## src/rtl/ram_access_arbiter.sv

```systemverilog
// Arbitrates the single combinational RAM port between instruction fetch and load/store.
// Writes use a setup/pulse/hold sequence so isReading is low for exactly one cycle.
module ram_access_arbiter #(
    parameter int ADDRESS_SIZE  = 11,
    parameter int MEM_WORD_SIZE = 64,
    parameter int INSTR_SIZE    = 32
) (
    input  logic                     clk,
    input  logic                     reset,
    input  logic                     fetch_req,
    input  logic [ADDRESS_SIZE-1:0]  fetch_addr,
    output logic                     fetch_done,
    output logic [INSTR_SIZE-1:0]    fetch_instr,
    output logic                     fetch_err,
    input  logic                     data_req,
    input  logic                     data_write,
    input  logic [ADDRESS_SIZE-1:0]  data_addr,
    input  logic [MEM_WORD_SIZE-1:0] data_wdata,
    output logic                     data_done,
    output logic [MEM_WORD_SIZE-1:0] data_rdata,
    output logic                     data_err,
    output logic [ADDRESS_SIZE-1:0]  ram_address,
    output logic                     ram_isReading,
    output logic [MEM_WORD_SIZE-1:0] ram_dataIn,
    input  logic [MEM_WORD_SIZE-1:0] ram_dataOut,
    output logic                     busy
);

    typedef enum logic [2:0] {IDLE, READ, WR_SETUP, WR_PULSE, WR_HOLD, RESP} state_t;

    state_t                   state_q, state_d;
    logic                     owner_data_q, owner_data_d;
    logic                     last_grant_q, last_grant_d;
    logic                     fetch_done_q, fetch_done_d;
    logic                     fetch_err_q, fetch_err_d;
    logic                     data_done_q, data_done_d;
    logic                     data_err_q, data_err_d;
    logic [INSTR_SIZE-1:0]    fetch_instr_q, fetch_instr_d;
    logic [MEM_WORD_SIZE-1:0] data_rdata_q, data_rdata_d;
    logic [ADDRESS_SIZE-1:0]  ram_address_q, ram_address_d;
    logic                     ram_is_reading_q, ram_is_reading_d;
    logic [MEM_WORD_SIZE-1:0] ram_data_in_q, ram_data_in_d;
    logic                     pick_data;

    always_comb begin
        state_d       = state_q;
        owner_data_d  = owner_data_q;
        last_grant_d  = last_grant_q;
        fetch_done_d  = 1'b0;
        fetch_err_d   = 1'b0;
        data_done_d   = 1'b0;
        data_err_d    = 1'b0;
        fetch_instr_d = fetch_instr_q;
        data_rdata_d  = data_rdata_q;
        ram_address_d = ram_address_q;
        ram_data_in_d = ram_data_in_q;
        // On a tie, the side that did not win last time goes next
        pick_data     = data_req && (!fetch_req || !last_grant_q);

        case (state_q)
            IDLE: begin
                if (fetch_req || data_req) begin
                    owner_data_d = pick_data;
                    last_grant_d = pick_data;
                    if (pick_data) begin
                        if (data_addr[2:0] != 3'b000) begin
                            state_d     = RESP;
                            data_done_d = 1'b1;
                            data_err_d  = 1'b1;
                        end else if (data_write) begin
                            state_d       = WR_SETUP;
                            ram_address_d = data_addr;
                            ram_data_in_d = data_wdata;
                        end else begin
                            state_d       = READ;
                            ram_address_d = data_addr;
                        end
                    end else begin
                        if (fetch_addr[1:0] != 2'b00) begin
                            state_d      = RESP;
                            fetch_done_d = 1'b1;
                            fetch_err_d  = 1'b1;
                        end else begin
                            state_d       = READ;
                            ram_address_d = fetch_addr;
                        end
                    end
                end
            end
            READ: begin
                state_d = RESP;
                if (owner_data_q) begin
                    data_rdata_d = ram_dataOut;
                    data_done_d  = 1'b1;
                end else begin
                    fetch_instr_d = ram_dataOut[MEM_WORD_SIZE-1 -: INSTR_SIZE];
                    fetch_done_d  = 1'b1;
                end
            end
            WR_SETUP: state_d = WR_PULSE;
            WR_PULSE: state_d = WR_HOLD;
            WR_HOLD: begin
                state_d     = RESP;
                data_done_d = 1'b1;
            end
            RESP:    state_d = IDLE;
            default: state_d = IDLE;
        endcase

        ram_is_reading_d = (state_d != WR_PULSE);
    end

    always_ff @(posedge clk or posedge reset) begin
        if (reset) begin
            state_q          <= IDLE;
            owner_data_q     <= 1'b0;
            last_grant_q     <= 1'b1;
            fetch_done_q     <= 1'b0;
            fetch_err_q      <= 1'b0;
            data_done_q      <= 1'b0;
            data_err_q       <= 1'b0;
            fetch_instr_q    <= '0;
            data_rdata_q     <= '0;
            ram_address_q    <= '0;
            ram_is_reading_q <= 1'b1;
            ram_data_in_q    <= '0;
        end else begin
            state_q          <= state_d;
            owner_data_q     <= owner_data_d;
            last_grant_q     <= last_grant_d;
            fetch_done_q     <= fetch_done_d;
            fetch_err_q      <= fetch_err_d;
            data_done_q      <= data_done_d;
            data_err_q       <= data_err_d;
            fetch_instr_q    <= fetch_instr_d;
            data_rdata_q     <= data_rdata_d;
            ram_address_q    <= ram_address_d;
            ram_is_reading_q <= ram_is_reading_d;
            ram_data_in_q    <= ram_data_in_d;
        end
    end

    assign fetch_done    = fetch_done_q;
    assign fetch_err     = fetch_err_q;
    assign fetch_instr   = fetch_instr_q;
    assign data_done     = data_done_q;
    assign data_err      = data_err_q;
    assign data_rdata    = data_rdata_q;
    assign ram_address   = ram_address_q;
    assign ram_isReading = ram_is_reading_q;
    assign ram_dataIn    = ram_data_in_q;
    assign busy          = (state_q != IDLE);

endmodule

```

## config.mk

```make
export PLATFORM = sky130hd
export DESIGN_NAME = ram_access_arbiter
export DESIGN_NICKNAME = d
export VERILOG_FILES = /design/src/rtl/ram_access_arbiter.sv
export SDC_FILE = /design/constraint.sdc
export NUM_CORES = 1
export LEC_CHECK = 0
export ABC_AREA = 1
export BUFFER_PORTS_ARGS = -buffer_cell sky130_fd_sc_hd__buf_2
export CORE_AREA = 3 3 127 129
export DETAILED_ROUTE_END_ITERATION = 10
export DIE_AREA = 0 0 130 132
export PLACE_DENSITY_LB_ADDON = 0.1
export SYNTH_ARGS = -nofsm -noshare
export SYNTH_HDL_FRONTEND = slang
export SYNTH_SLANG_ARGS = --single-unit
```

## constraint.sdc

```tcl
create_clock -name clk -period 16.7 [get_ports clk]
set_input_delay 2.505 -clock clk [delete_from_list [all_inputs] [get_ports clk]]
set_output_delay 2.505 -clock clk [all_outputs]
set_load 0.05 [all_outputs]
```

==> results of run 1 <==
kinds of logic (layout without fill, tap and decap cells):
group | count (synthesis) | count (layout) | synth area share
other cells | 0 | 2 | 0
flops | 181 | 181 | 0.638
simple gates | 441 | 441 | 0.257
compound gates | 69 | 69 | 0.0486
buf+inv | 93 | 412 | 0.0562
worst max-delay path: stages:
cell and delay (ns):
buf_2 0.11, nand2_2 0.14, nand2_1 0.32, nor2_4 0.18
buf_4 0.53, nand2_2 0.53, buf_4 0.43, nand2_1 0.12
nand2_1 0.06
through the flow:
step	cell area [um^2]	cells
after floorplan	7100	784
after global placement	8820	1259
after detailed placement	8820	1259
after CTS	9410	1291
after global routing	9420	1293
final	9420	1293
power by group through the flow:
stage	clock network, W	logic [W]	registers (W)
global placement	0	0.00123	0.000734
floorplan	0	0.000289	0.00137
CTS	0.000406	0.00124	0.000734
global route	0.000423	0.00130	0.000758
finish	0.000397	0.00122	0.000735
detailed placement	0	0.00124	0.000737
area by class of cell:
type	instances	area (um^2)	area share
flip-flops and latches	181	4530	0.481
multi-input cells	510	2190	0.233
repair buffers	336	1690	0.180
clock buffers	18	439	0.0466
well taps	188	235	0.0250
inverters	44	170	0.0181
clock inverters	14	151	0.0161
diodes	2	5.00	0.000531
registers in the layout, indices dropped and copies added, names as in the netlist:
name           cells
ram_dataIn        64
fetch_err          1
state_q            3
fetch_instr       32
ram_address       11
owner_data_q       1
data_err           1
data_rdata        64
last_grant_q       1
fetch_done         1
ram_isReading      1
data_done          1
cell usage in the layout, fill, tap and decap left out, types with 2 or more instances in the layout:
cell / instances
dfrtp_1: 179
nand2_1: 307
nor2_1: 5
clkbuf_16: 17
inv_1: 42
inv_6: 4
buf_4: 5
clkinv_2: 3
o21ai_1: 64
dfstp_2: 2
clkinv_4: 4
nand3_1: 122
buf_2: 331
diode_2: 2
bufinv_16: 2
nand2_2: 3
clkinvlp_4: 2
o21ai_0: 4
how the worst max path moves through the flow:
stage / end / depth (start not counted) / slack [ns]
6_report: ram_dataIn[15]$_DFFE_PP0P_ / 9 / 12.02
4_1_cts: ram_dataIn[15]$_DFFE_PP0P_ / 9 / 12.04
5_1_grt: ram_dataIn[15]$_DFFE_PP0P_ / 9 / 11.81
3_5_place_dp: ram_dataIn[15]$_DFFE_PP0P_ / 9 / 11.60
2_1_floorplan: data_done$_DFF_PP0_ / 1 / 9.28
3_3_place_gp: ram_dataIn[57]$_DFFE_PP0P_ / 9 / 11.63
synthesized netlist by cell type, drive strengths merged:
library cell  count  area [um^2]
dfstp             2         52.6
clkbuf           19         71.3
nand2           311         1170
nor3              1         16.3
nor2              7         28.8
inv              44          165
o21ai            68          340
buf              30          163
a21oi             1         5.00
dfrtp           179         4480
nand3           122          611
per-layer routing:
layer | vias to the layer above | wire length [um] | GRT usage
met2 | 241 | 9720 | 0.374
met3 | 28 | 1680 | 0.0754
met1 | 2920 | 8080 | 0.282
met4 | 0 | 437 | 0.0820
li1 | 3097 | - | -
met5 | - | 0 | 0
==> results.ini, run 1 <==
[pwr]
switching_share=0.534
p_leak_nw=5.60
p_switching_w=0.00126
clockPowerShare=0.168
ir_drop_mv=0.114
power.internal_w=0.00110
power_frac_comb=0.520
power_w=0.00236
p_per_area_nw_per_um2=250
power_frac_seq=0.312

[worst_setup_path]
start_kind=input port
path_class=in2reg
worstPathMaxFanout=65
r2r-end=ram_dataIn[15]$_DFFE_PP0P_
crit_start=fetch_req
regToRegSetupSlack_ns=13.60
end_kind=flop
r2r_start=state_q[1]$_DFF_PP0_
ff2ff_path_depth=7
worstPathArrival_ns=4.99
required_ns=17.00

[synth]
yosysWarnings=0
syn_area_per_cell_um2=9.06
ys_seq_elements=181
synth_cell_type_count=16
synth_cells=784
yosysSeqAreaShare=0.638
synth_fp_nets=939
netlist_area_um2=7100

[finish]
syn_to_final_growth_pct=32.6
final_core_util=0.622
drive_gt1_frac=0.344
fillers=1376
nets=1245

[clocking]
insertion_delay_ns=0.42
postCtsSetupRepairBufs=0
cts_buffer_depth=2
h-tree-depth=4
clock-sinks=181
cts_tree=built
cts-resized-gates=0
clkTransAtPathRegs_ns=0.07
root_buffer=clkbuf_16
ctsHoldBuffers=0
cts_buffers=17

[floorplan]
ios=332
die-area_um2=17200
start_util=0.469
die_x_um=130
fp.dieH_um=132
rows=45
core_um2=15100

[detailed_routing]
drt_wl_total_um=19900
wl_per_cell_um=15.4
via_per_inst=4.86
drc=0
antenna_left=0
dr.pass1.iters=5
drt_iter0_drc=338
num_vias=6286

[sta]
setup_viol_count_final=0
finClkSkew_ns=0.0101
rsz0062_at_grt=false
finalMaxSlewViolations=0
slew_headroom=0.224
tightest_slew_ns=1.16
hold_slack_ns=0.464
fin_setup_tns_ns=0
setup_ws_ns=12.02
finalHoldViolCount=0
fmax_ghz=0.213
fin_crit_sh=0.281
min_period_ns=4.68

[global_routing]
grt_pass1_vias=5886
grt_max_degree=101
overflow=0
grt_antenna_before_repair=2
grt_usage=0.229
grt_pass1_wl_um=30800

[hold_path]
min_from=data_rdata[3]$_DFFE_PP0P_
holdPathEnd=data_rdata[3]$_DFFE_PP0P_
hold_path_class=reg2reg
worstHoldPathCells=2

[placement]
pre_cts_ws_ns=11.60
globalplace.congestion=0.831
portBuffers=331
dpl.hpwl_um=14100

[flow_run]
cap_violations=0

[run_status]
outcome=finished clean

(Power assumes the default switching activity.)
==> inputs of run 2 (changes only) <==
--- a/config.mk
+++ b/config.mk
@@ -5,11 +5,12 @@
 export SDC_FILE = /design/constraint.sdc
 export NUM_CORES = 1
 export LEC_CHECK = 0
-export ABC_AREA = 1
+export ABC_AREA = 0
 export BUFFER_PORTS_ARGS = -buffer_cell sky130_fd_sc_hd__buf_2
-export CORE_AREA = 3 3 127 129
+export CORE_ASPECT_RATIO = 0.9
+export CORE_MARGIN = 3
+export CORE_UTILIZATION = 42
 export DETAILED_ROUTE_END_ITERATION = 10
-export DIE_AREA = 0 0 130 132
 export PLACE_DENSITY_LB_ADDON = 0.1
 export SYNTH_ARGS = -nofsm -noshare
 export SYNTH_HDL_FRONTEND = slang
==> constraint.sdc (replaced) <==
create_clock -name clk -period 4.05 [get_ports clk]
set_input_delay 0.6075 -clock clk [delete_from_list [all_inputs] [get_ports clk]]
set_output_delay 0.6075 -clock clk [all_outputs]
set_load 0.05 [all_outputs]
==> run 2 against run 1 <==
  * Critical path depth fell by 4
  * First-iteration DRC count fell by 70%
  * Non-clock buffer count rose by 2
  * Clock skew fell by 0.0031 ns
==> results.ini, run 2 <==
[placement]
dp.cells=940
portBuffers=331
globalplace.congestion=0.771
dpl.hpwl_um=13400
pre_cts_ws_ns=1.23

[synth]
yosysWarnings=0
yosysMostFrequentCell=dfrtp_1
syn_area_per_cell_um2=17.2
synth_top_area_share=0.625
ys_top_cells_by_area=dfrtp_1, mux2_2, mux2_4, mux2_1, buf_6
synth_edf_count=0
ys_top_cells_by_count=dfrtp_1, mux2_2, mux2_4
ys_seq_elements=181
synth_cell_type_count=31
yosysTopAreaCell=dfrtp_1
postSynth.asyncResetShare=1.00
synth_fp_nets=571
synth_cells=416
netlist_area_um2=7170
synth_ff_type=dfrtp_1
yosysSeqAreaShare=0.632

[sta]
finalHoldViolCount=0
finalMaxSlewViolations=0
setup_ws_ns=1.55
rsz0062_at_grt=false
fmax_ghz=0.400
min_period_ns=2.50
tightest_slew_ns=0.927
setup_viol_count_final=0
slew_headroom=0.380
finClkSkew_ns=0.00702
fin_setup_tns_ns=0
fin_crit_sh=0.618

[finish]
finalNonFillerCells=973
drive_gt1_frac=0.695
nets=907
final_cell_mix=buf_2, dfrtp_1, mux2_2
syn_to_final_growth_pct=34.7
final_common_cell=buf_2
fillers=1327

[worst_setup_path]
r2r-end=ram_dataIn[26]$_DFFE_PP0P_
slowest_delay_ns=0.57
crit_chain=nor3_4 > and2_2 > nand3_4 > buf_12 > mux2_4
slowest_stage=nand3_4
start_kind=flop
critical-path-top-delay-family=simple AND/OR/NAND/NOR gates
path_buf_inv=1
path_class=reg2reg
worstPathMaxFanout=39
worstPathArrival_ns=2.80
end_kind=flop
ff2ff_path_depth=5
r2r_start=state_q[1]$_DFF_PP0_
regToRegSetupSlack_ns=1.55
required_ns=4.35

[detailed_routing]
drt_wl_total_um=17500
via_per_inst=4.78
drc=0
wl_per_cell_um=18.0
num_vias=4651
antenna_left=0
dr.pass1.iters=4
drt_iter0_drc=100

[clocking]
clkTransAtPathRegs_ns=0.07
insertion_delay_ns=0.41
postCtsSetupRepairBufs=0
cts_tree=built
ctsHoldBuffers=0
cts_buffer_depth=2
clock-sinks=181
h-tree-depth=4
cts_buffers=17
root_buffer=clkbuf_16
cts-resized-gates=0

[global_routing]
grt_antenna_before_repair=1
grt_max_degree=94
grt_pass1_vias=4834
grt_usage=0.185
grt_pass1_wl_um=26300
overflow=0

[run_status]
outcome=finished clean

[hold_path]
hold_path_class=in2async

[floorplan]
start_util=0.437
die_x_um=144
rows=44
ios=332
die-area_um2=18700
core_um2=16400
fp.dieH_um=130

[flow_run]
cap_violations=0

## run 2: final cells by class
type / count / area, um^2 / area share
multi-input combinational: 212 / 2480 / 0.257
sequential: 181 / 4530 / 0.469
tap: 207 / 259 / 0.0268
clock inverter: 13 / 194 / 0.0201
timing repair buffer: 338 / 1730 / 0.180
clock buffer: 18 / 439 / 0.0455
antenna: 2 / 5.00 / 0.000518
inverter: 2 / 11.3 / 0.00117
## run 2: how the worst max path moves through the flow
| stage | start | to | slack (ns) | cells after the start |
|---|---|---|---|---|
| 4_1_cts | state_q[1]$_DFF_PP0_ | ram_dataIn[42]$_DFFE_PP0P_ | 1.52 | 5 |
| 5_1_grt | state_q[1]$_DFF_PP0_ | ram_dataIn[42]$_DFFE_PP0P_ | 1.36 | 5 |
| 3_5_place_dp | data_addr[2] | ram_dataIn[31]$_DFFE_PP0P_ | 1.23 | 5 |
| 3_3_place_gp | data_req | ram_dataIn[31]$_DFFE_PP0P_ | 1.34 | 7 |
| 2_1_floorplan | reset | data_done$_DFF_PP0_ | 1.12 | 1 |
| 6_report | state_q[1]$_DFF_PP0_ | ram_dataIn[26]$_DFFE_PP0P_ | 1.55 | 5 |
## run 2: routing by layer
| metal | GRT usage | vias up | part of all wire |
|---|---|---|---|
| met5 | 0 | - | 0 |
| met4 | 0.0670 | 0 | 0.017 |
| met3 | 0.0568 | 19 | 0.075 |
| met2 | 0.315 | 201 | 0.51 |
| met1 | 0.222 | 2291 | 0.40 |
| li1 | - | 2140 | - |
## run 2: per-stage QoR
step	hold slack, ns	utilization	cell area (um^2)
after CTS	0.393	0.588	9650
after floorplan	0.501	-	7170
final	0.382	0.589	9660
after detailed placement	0.469	0.550	9020
after global placement	0.462	0.550	9020
after global routing	0.392	0.588	9650
## run 2: kinds of logic (layout without fill, tap and decap cells)
| kind of cell | Yosys count | after routing | synth area share |
|---|---|---|---|
| adders and majority gates | 1 | 1 | 0.00140 |
| buffers and inverters | 23 | 371 | 0.0229 |
| DFF | 181 | 181 | 0.632 |
| muxes | 179 | 179 | 0.313 |
| and+or+nand+nor | 24 | 24 | 0.0225 |
| other | 0 | 2 | 0 |
| AOI/OAI and AO/OA | 8 | 8 | 0.00821 |
## run 2: worst reg2reg max path, stage by stage, from the launching register on
cell and delay (ns):
dfrtp_1 0.51, nor3_4 0.30, and2_2 0.24, nand3_4 0.57, buf_12 0.45, mux2_4 0.33
Power of run 2 is left out: the tool's default activity adds up to more than one toggle a clock period on the data nets, which glitch-free logic cannot reach.
